==> src/rtl/instruction_fetch_unit.sv <==
// Instruction fetch stage: owns the PC and keeps at most one request in flight to
// instruction memory. It feeds the IF/ID register and handles stalls and redirects.
// Optional build macro FETCH_PERF_EN adds the fetch_count and flush_count counters.
//
// state | meaning
// REQ   | present pc on the request channel, wait for acceptance
// WAIT  | request in flight, wait for its response
// DROP  | in-flight request was flushed, swallow its response
// HOLD  | response arrived under stall, buffered in hold_instr
module instruction_fetch_unit #(
    parameter logic [31:0] RESET_PC  = 32'h0000_0000,
    parameter logic [31:0] NOP_INSTR = 32'h0000_0013
) (
    input  logic        clock,
    input  logic        reset,
    input  logic        stall,
    input  logic        redirect_valid,
    input  logic [31:0] redirect_pc,
    output logic        imem_req_valid,
    input  logic        imem_req_ready,
    output logic [31:0] imem_req_addr,
    input  logic        imem_rsp_valid,
    input  logic [31:0] imem_rsp_data,
    output logic [31:0] instruction_out,
    output logic [31:0] pc_out,
    output logic        valid_out
`ifdef FETCH_PERF_EN
    ,
    output logic [31:0] fetch_count,
    output logic [31:0] flush_count
`endif
);

    localparam logic [1:0] S_REQ  = 2'd0;
    localparam logic [1:0] S_WAIT = 2'd1;
    localparam logic [1:0] S_DROP = 2'd2;
    localparam logic [1:0] S_HOLD = 2'd3;

    logic [1:0]  state_q, state_d;
    logic [31:0] pc_q, pc_d;
    logic [31:0] fetch_pc_q, fetch_pc_d;
    logic [31:0] hold_instr_q, hold_instr_d;
    logic        valid_q, valid_d;
    logic [31:0] instr_q, instr_d;
    logic [31:0] pc_out_q, pc_out_d;

    logic        deliver;
    logic [31:0] deliver_data;
    logic [31:0] redir_pc;

    // Redirect targets are always word aligned; the low two bits are dropped.
    assign redir_pc = redirect_pc & 32'hFFFF_FFFC;

    // Request channel is combinational so a redirect suppresses the request in the same cycle.
    always_comb begin
        imem_req_valid = (state_q == S_REQ) && !redirect_valid;
        imem_req_addr  = pc_q;
    end

    // Fetch sequencing: next state, pc, outstanding address and the stall buffer.
    always_comb begin
        state_d      = state_q;
        pc_d         = pc_q;
        fetch_pc_d   = fetch_pc_q;
        hold_instr_d = hold_instr_q;
        deliver      = 1'b0;
        deliver_data = imem_rsp_data;
        case (state_q)
            S_REQ: begin
                if (redirect_valid) begin
                    pc_d = redir_pc;
                end else if (imem_req_ready) begin
                    fetch_pc_d = pc_q;
                    state_d    = S_WAIT;
                end
            end
            S_WAIT: begin
                if (redirect_valid) begin
                    pc_d    = redir_pc;
                    state_d = imem_rsp_valid ? S_REQ : S_DROP;
                end else if (imem_rsp_valid) begin
                    if (!stall) begin
                        deliver = 1'b1;
                        pc_d    = fetch_pc_q + 32'd4;
                        state_d = S_REQ;
                    end else begin
                        hold_instr_d = imem_rsp_data;
                        state_d      = S_HOLD;
                    end
                end
            end
            S_DROP: begin
                if (redirect_valid) begin
                    pc_d = redir_pc;
                end
                if (imem_rsp_valid) begin
                    state_d = S_REQ;
                end
            end
            S_HOLD: begin
                if (redirect_valid) begin
                    pc_d    = redir_pc;
                    state_d = S_REQ;
                end else if (!stall) begin
                    deliver      = 1'b1;
                    deliver_data = hold_instr_q;
                    pc_d         = fetch_pc_q + 32'd4;
                    state_d      = S_REQ;
                end
            end
            default: state_d = S_REQ;
        endcase
    end

    // IF/ID output register: redirect flushes, stall freezes, otherwise bubble or deliver.
    always_comb begin
        valid_d  = 1'b0;
        instr_d  = NOP_INSTR;
        pc_out_d = pc_out_q;
        if (redirect_valid) begin
            valid_d = 1'b0;
            instr_d = NOP_INSTR;
        end else if (stall) begin
            valid_d = valid_q;
            instr_d = instr_q;
        end else if (deliver) begin
            valid_d  = 1'b1;
            instr_d  = deliver_data;
            pc_out_d = fetch_pc_q;
        end
    end

    // State and output registers with synchronous reset.
    always_ff @(posedge clock) begin
        if (reset) begin
            state_q      <= S_REQ;
            pc_q         <= RESET_PC;
            fetch_pc_q   <= RESET_PC;
            hold_instr_q <= NOP_INSTR;
            valid_q      <= 1'b0;
            instr_q      <= NOP_INSTR;
            pc_out_q     <= 32'd0;
        end else begin
            state_q      <= state_d;
            pc_q         <= pc_d;
            fetch_pc_q   <= fetch_pc_d;
            hold_instr_q <= hold_instr_d;
            valid_q      <= valid_d;
            instr_q      <= instr_d;
            pc_out_q     <= pc_out_d;
        end
    end

    assign valid_out       = valid_q;
    assign instruction_out = instr_q;
    assign pc_out          = pc_out_q;

`ifdef FETCH_PERF_EN
    logic [31:0] fetch_count_q, fetch_count_d;
    logic [31:0] flush_count_q, flush_count_d;

    // Performance counters: deliveries and redirect cycles, both wrapping.
    always_comb begin
        fetch_count_d = fetch_count_q + {31'd0, deliver};
        flush_count_d = flush_count_q + {31'd0, redirect_valid};
    end

    // Counter registers.
    always_ff @(posedge clock) begin
        if (reset) begin
            fetch_count_q <= 32'd0;
            flush_count_q <= 32'd0;
        end else begin
            fetch_count_q <= fetch_count_d;
            flush_count_q <= flush_count_d;
        end
    end

    assign fetch_count = fetch_count_q;
    assign flush_count = flush_count_q;
`endif

endmodule
==> config.mk <==
export PLATFORM = sky130hd
export DESIGN_NAME = instruction_fetch_unit
export DESIGN_NICKNAME = d
export VERILOG_FILES = /design/src/rtl/instruction_fetch_unit.sv
export SDC_FILE = /design/constraint.sdc
export NUM_CORES = 1
export LEC_CHECK = 0
export ABC_CLOCK_PERIOD_IN_PS = 2100
export BUFFER_PORTS_ARGS = -buffer_cell sky130_fd_sc_hd__buf_2
export CAP_MARGIN = 20
export CELL_PAD_IN_SITES_DETAIL_PLACEMENT = 1
export CELL_PAD_IN_SITES_GLOBAL_PLACEMENT = 1
export CORE_ASPECT_RATIO = 1.25
export CORE_MARGIN = 3
export CORE_UTILIZATION = 25
export DETAILED_ROUTE_END_ITERATION = 8
export HOLD_SLACK_MARGIN = 0.1
export PLACE_DENSITY = 0.63
export SYNTH_ARGS = -nofsm -noshare
export SYNTH_HDL_FRONTEND = slang
export SYNTH_SLANG_ARGS = --single-unit
==> constraint.sdc <==
create_clock -name clock -period 2.1 [get_ports clock]
set_input_delay 0.315 -clock clock [delete_from_list [all_inputs] [get_ports clock]]
set_output_delay 0.315 -clock clock [all_outputs]
set_load 0.05 [all_outputs]
==> results.sh, run 1 <==
export IMPL_status="complete, no violations"
export IMPL_synth_cell_type_count=41
export IMPL_coreArea_um2=26400
export IMPL_hold_ws_ps=133
export IMPL_clkTransAtPathRegs_ps=70
export IMPL_leakagePower_nw=3.58
export IMPL_synthCells=918
export IMPL_p_per_area_nw_per_um2=821
export IMPL_yosysTopAreaCell="dfxtp_1"
export IMPL_die_y_um=190
export IMPL_syn_num_nets=989
export IMPL_synth_fa_ha_area_frac=0.00184
export IMPL_via_per_inst=4.74
export IMPL_maxSlewViolCount=0
export IMPL_cts_tree="done"
export IMPL_gr_total_overflow=0
export IMPL_setup_viol=0
export IMPL_nets=1148
export IMPL_endpoint_kind="flop"
export IMPL_rsz0062_at_grt="false"
export IMPL_crit_fanout=4
export IMPL_drc=0
export IMPL_dr_first_iter_drc_count=208
export IMPL_grt_pass1_wl_um=37800
export IMPL_synth_area_top_cells="dfxtp_1, nand2_1, a21oi_1, nor2_1, clkbuf_1"
export IMPL_via_count=6776
export IMPL_grt_usage=0.161
export IMPL_ant_nets=0
export IMPL_firstDrtPassIters=4
export IMPL_cts_buffers=17
export IMPL_cp_arrival_ps=2300
export IMPL_clock_latency_ps=440
export IMPL_io_buffers=165
export IMPL_synth_commonest_cells="nand2_1, a21oi_1, dfxtp_1"
export IMPL_maxCapViolCount=0
export IMPL_clock_fmax_mhz=517
export IMPL_ios=168
export IMPL_initial_core_util=0.257
export IMPL_fin_crit_ps=1930
export IMPL_start_kind="flop"
export IMPL_ys_seq_area_frac=0.480
export IMPL_min_path_type="input pin to flop"
export IMPL_tns_ps=0
export IMPL_synthSimpleGateAreaFrac=0.244
export IMPL_critical_path_class="flop to flop"
export IMPL_cts_root_buf="clkbuf_16"
export IMPL_fin_crit_sh=0.921
export IMPL_worst_pin_slew_ps=431
export IMPL_clk_path_buf_depth=2
export IMPL_final_util=0.335
export IMPL_wl_um=23400
export IMPL_netlist_area_um2=6800
export IMPL_wl_per_cell_um=16.4
export IMPL_vdd_drop_max_mv=0.465
export IMPL_synth_ff_type="dfxtp_1"
export IMPL_fin_worst_skew_ps=13.1
export IMPL_antenna_found_initial=0
export IMPL_fillers=3316
export IMPL_synth_most_common_cell="nand2_1"
export IMPL_area_growth_syn_to_layout_pct=30.2
export IMPL_placementRows=66
export IMPL_drive_above_1_share=0.233
export IMPL_cp_required_ps=2460
export IMPL_grt_max_degree=50
export IMPL_ys_ff_latch=163
export IMPL_synthArstFlopShare=0
export IMPL_dieArea_um2=29200
export IMPL_yosys_warnings=0
export IMPL_synth_top_area_frac=0.480
export IMPL_grt_pass1_vias=7010
export IMPL_synth_edf_count=0
export IMPL_yosys_area_share_xor_xnor=0.0307
export IMPL_slew_limit_headroom=0.710
export IMPL_cts_num_sinks=163
export IMPL_htreeDepth=4
export IMPL_timing_final_ws_setup_ps=166
export IMPL_synth_compound_gate_area_share=0.188
export IMPL_synthMuxAreaShare=0.00147
export IMPL_pre_cts_ws_ps=135
export IMPL_synth_avg_cell_area_um2=7.40
export IMPL_place_gp_congestion=0.719
export IMPL_hold_viol=0
export IMPL_synth_top_family_by_area="simple AND/OR/NAND/NOR gates"
export IMPL_hpwlAfterDp_um=16000
export IMPL_dieWidth_um=153
## through the flow
stage / cell area [um2] / total power [W] / cells
after global placement: 8180 / 0.00393 / 1395
after detailed placement: 8180 / 0.00394 / 1395
after floorplan: 6800 / 0.00367 / 918
after CTS: 8840 / 0.00739 / 1429
after global routing: 8850 / 0.00757 / 1429
final: 8850 / 0.00726 / 1430
## critical path, cell delays in order, from the launching register on
cell     delay [ps]
dfxtp_1         350
ha_1            230
nand3_2         130
or3_1           430
or4_4           440
xnor2_2         140
a21oi_1         140
## placed cells by master (no fill, tap or decap), types with 5 or more instances in the layout
cell        netlist  layout
nand4_1          11      11
inv_1            20      20
o21ai_0          22      22
a21oi_1         198     197
buf_2            12     164
and3_1            6       6
dfxtp_1         163     163
nand3_1          11      10
nor2_1           62      61
buf_4             0      41
xor2_1           17      17
clkbuf_16         0      17
nand2_1         272     271
buf_12            0       5
and4_1            6       6
clkinvlp_4        0       5
xnor2_1           5       5
## what timing repair did
action / 4_1_cts / 5_1_grt
endpoints found under the setup margin: 0 / 2
gates resized for setup: 0 / 1
setup buffers: 0 / 0
hold buffers: 3 / 0
endpoints found under the hold margin: 3 / 0
## where the power goes
group          switching, W  leakage (nW)  internal (W)
Sequential        0.0000579          1.32       0.00316
Clock               0.00139         0.289       0.00200
Combinational      0.000453          1.97      0.000198
Total               0.00191          3.58       0.00536
## path summary, 6_finish.rpt
kind | startpoint | end | slack (ps) | cells past startpoint
setup / recovery | fetch_pc_q[3] | imem_req_addr[28] | 170 | 6
hold / removal | imem_rsp_data[27] | hold_instr_q[27] | 130 | 3
setup reg to reg | fetch_pc_q[3] | imem_req_addr[28] | 170 | 6
hold reg to reg | pc_out[29] | pc_out[29] | 450 | 2
## kinds of logic after synthesis
group	count (synthesis)
adder cells (fa/ha/maj)	1
flip-flops	163
XOR/XNOR	23
AO/OA/AOI/OAI	242
buffers and inverters	93
multiplexers	1
AND/OR/NAND/NOR	395
## cell type report
class	count	area, um2	area share
flip-flops and latches	163	3260	0.369
diodes	1	2.50	0.000283
repair buffers	213	1260	0.142
clock inverters	14	201	0.0228
clock buffers	17	425	0.0481
multi-input cells	662	3200	0.361
inverters	20	75.1	0.00848
well taps	340	425	0.0481
## registers in the layout (all words and copies together), names as in the netlist
name,cells
state_q,2
fetch_pc_q,32
imem_req_addr,32
instruction_out,32
hold_instr_q,32
valid_out,1
pc_out,32
## per-layer routing
layer	GRT usage	share of wire	routed length (um)
met1	0.196	0.45	10500
met2	0.285	0.49	11500
met3	0.0390	0.046	1080
met4	0.0455	0.014	319
met5	0	0	0
Power figures use the tool's default switching activity.
==> run 2: changes to the inputs <==
- ABC_AREA: unset -> 1
- PLACE_DENSITY: 0.63 -> 0.64
==> run 2 against run 1 <==
Against the previous run:
- via count rose by 6.9%
- area after synthesis up 3.3%
- critical endpoint is now imem_req_addr[16]
- flip-flop and latch count unchanged
- sequential power rose by 13%
- clock-buffer cell count rose by 5
- maximum frequency grew 7.6%
==> results.sh, run 2 <==
export IMPL_status="complete, no violations"
export IMPL_yosysTopAreaCell="dfxtp_1"
export IMPL_synthArstFlopShare=0
export IMPL_cts_resized=0
export IMPL_clock_fmax_mhz=556
export IMPL_fin_area_um2=8870
export IMPL_cts_buffers=17
export IMPL_nets=1253
export IMPL_cpMaxStageDelayCell="dfxtp_1"
export IMPL_synth_avg_cell_area_um2=6.81
export IMPL_fillers=3492
export IMPL_clock_latency_ps=430
export IMPL_synth_commonest_cells="nand2_1, dfxtp_1, nor2_1"
export IMPL_reg2reg_depth=9
export IMPL_p_per_area_nw_per_um2=966
export IMPL_cts_tree="done"
export IMPL_cts_root_buf="clkbuf_16"
export IMPL_cp_required_ps=2470
export IMPL_dieArea_um2=30200
export IMPL_clk_path_buf_depth=2
export IMPL_ys_seq_area_frac=0.465
export IMPL_clkTransAtPathRegs_ps=70
export IMPL_synthCells=1031
export IMPL_initial_core_util=0.258
export IMPL_setup_viol=0
export IMPL_path_cells="ha_1 -> nand2_1 -> nor2_1 -> nand2_1 -> nor2_2 -> inv_1 -> o21bai_1 -> nand3_1 -> a21oi_1"
export IMPL_synth_most_common_cell="nand2_1"
export IMPL_cts_num_sinks=163
export IMPL_wl_per_cell_um=16.2
export IMPL_dpl_instance_area_um2=8240
export IMPL_place_gp_congestion=0.783
export IMPL_fin_worst_skew_ps=8.65
export IMPL_synth_edf_count=0
export IMPL_drc=0
export IMPL_grt_pass1_vias=7503
export IMPL_placementRows=67
export IMPL_die_y_um=193
export IMPL_coreArea_um2=27200
export IMPL_total_power_w=0.00857
export IMPL_vdd_drop_max_mv=0.483
export IMPL_slew_limit_headroom=0.467
export IMPL_synth_top_family_by_area="simple AND/OR/NAND/NOR gates"
export IMPL_startpoint="fetch_pc_q[3]"
export IMPL_synth_area_top_cells="dfxtp_1, nand2_1, a21oi_1, o21ai_0, nor2_1"
export IMPL_ys_ff_latch=163
export IMPL_min_path_type="input pin to flop"
export IMPL_grt_pass1_wl_um=40000
export IMPL_ant_nets=0
export IMPL_synth_fa_ha_area_frac=0.00178
export IMPL_fin_crit_ps=1800
export IMPL_ff2ff_setup_slack_ps=300
export IMPL_wl_um=24900
export IMPL_synth_ff_type="dfxtp_1"
export IMPL_firstDrtPassIters=4
export IMPL_maxSlewViolCount=0
export IMPL_timing_rr_end="imem_req_addr[16]"
export IMPL_synthMuxAreaShare=0
export IMPL_layout_common_cells="nand2_1, buf_2, dfxtp_1"
export IMPL_worst_path_buf_inv=1
export IMPL_leakagePower_nw=3.69
export IMPL_crit_cells=9
export IMPL_crit_family="simple AND/OR/NAND/NOR gates"
export IMPL_via_count=7244
export IMPL_area_growth_syn_to_layout_pct=26.3
export IMPL_antenna_found_initial=4
export IMPL_grt_usage=0.166
export IMPL_worst_pin_slew_ps=798
export IMPL_maxCapViolCount=0
export IMPL_via_per_inst=4.70
export IMPL_yosys_area_share_xor_xnor=0
export IMPL_crit_top_cell="nand2_1"
export IMPL_hold_viol=0
export IMPL_critical_path_class="flop to flop"
export IMPL_cp_arrival_ps=2160
export IMPL_tns_ps=0
export IMPL_start_kind="flop"
export IMPL_crit_fanout=8
export IMPL_final_common_cell="nand2_1"
export IMPL_crit_end="imem_req_addr[16]"
export IMPL_netlist_area_um2=7020
export IMPL_synth_cell_type_count=23
export IMPL_syn_num_nets=1102
export IMPL_synth_compound_gate_area_share=0.195
export IMPL_antennaDiodeCount=0
export IMPL_ios=168
export IMPL_drive_above_1_share=0.192
export IMPL_max_stage_delay_ps=420
export IMPL_htreeDepth=4
export IMPL_yosys_warnings=0
export IMPL_hpwlAfterDp_um=17500
export IMPL_fin_crit_sh=0.856
export IMPL_dieWidth_um=156
export IMPL_dr_first_iter_drc_count=312
export IMPL_gr_total_overflow=0
export IMPL_synth_top_area_frac=0.465
export IMPL_endpoint_kind="flop"
export IMPL_synthSimpleGateAreaFrac=0.275
export IMPL_rsz0062_at_grt="false"
export IMPL_r2r_start="fetch_pc_q[3]"
export IMPL_io_buffers=165
export IMPL_grt_max_degree=69
-- run 2: cell types whose count changed after synthesis, sizes merged, moves of 10 or more --
cell	before	now
nand2	272	282
inv	20	50
xor2	17	0
nor2	62	146
clkbuf	61	43
o21ai	22	118
nand3	11	47
a21oi	198	140
-- run 2: report_power, final --
part	internal [W]	total [W]	switching [W]
registers	0.00336	0.00362	0.000256
clock network	0.00183	0.00316	0.00134
logic	0.000496	0.00179	0.00129
-- run 2: area by class of cell --
class	count	area [um2]	area share
multi-input combinational	757	3320	0.374
timing repair buffer	192	1080	0.121
inverter	51	191	0.0216
tap	345	432	0.0487
clock buffer	22	464	0.0523
sequential	163	3260	0.368
clock inverter	10	126	0.0142
-- run 2: tightest hold or removal path, delay by kind of cell --
| family | cells | cell delay, ps |
|---|---|---|
| buf+inv | 1 | 90 |
| simple gates | 2 | 120 |
-- run 2: cell families after synthesis --
group / Yosys count
DFF: 163
and+or+nand+nor: 487
buffers and inverters: 111
AOI/OAI and AO/OA: 269
adders and majority gates: 1
-- run 2: worst min path at each step --
stage,from,end,slack [ps],depth (start not counted)
global placement,hold_instr_q[5],hold_instr_q[5],430,2
global route,imem_rsp_data[18],hold_instr_q[18],110,3
detailed placement,hold_instr_q[10],hold_instr_q[10],440,2
CTS,imem_rsp_data[14],hold_instr_q[14],100,3
finish,imem_rsp_data[27],hold_instr_q[27],120,3
floorplan,hold_instr_q[10],hold_instr_q[10],420,2
-- run 2: metrics by stage --
stage                     cells   util  hold WS [ps]  setup WS, ps
after floorplan            1031      -           425           599
final                      1540  0.326           120           302
after global routing       1540  0.326           109          24.9
after CTS                  1540  0.326           102           273
after global placement     1504  0.302           433           364
after detailed placement   1504  0.302           441           314
-- run 2: what timing repair did --
item	4_1_cts	5_1_grt
hold buffers	4	0
setup buffers	0	0
hold endpoints to repair	4	0
-- run 2: metal layers --
metal	GRT usage	vias to the layer above	wire (um)
li1	-	3652	-
met1	0.188	3413	10300
met2	0.298	140	12800
met3	0.0481	33	1410
met4	0.0501	6	419
met5	0	-	43
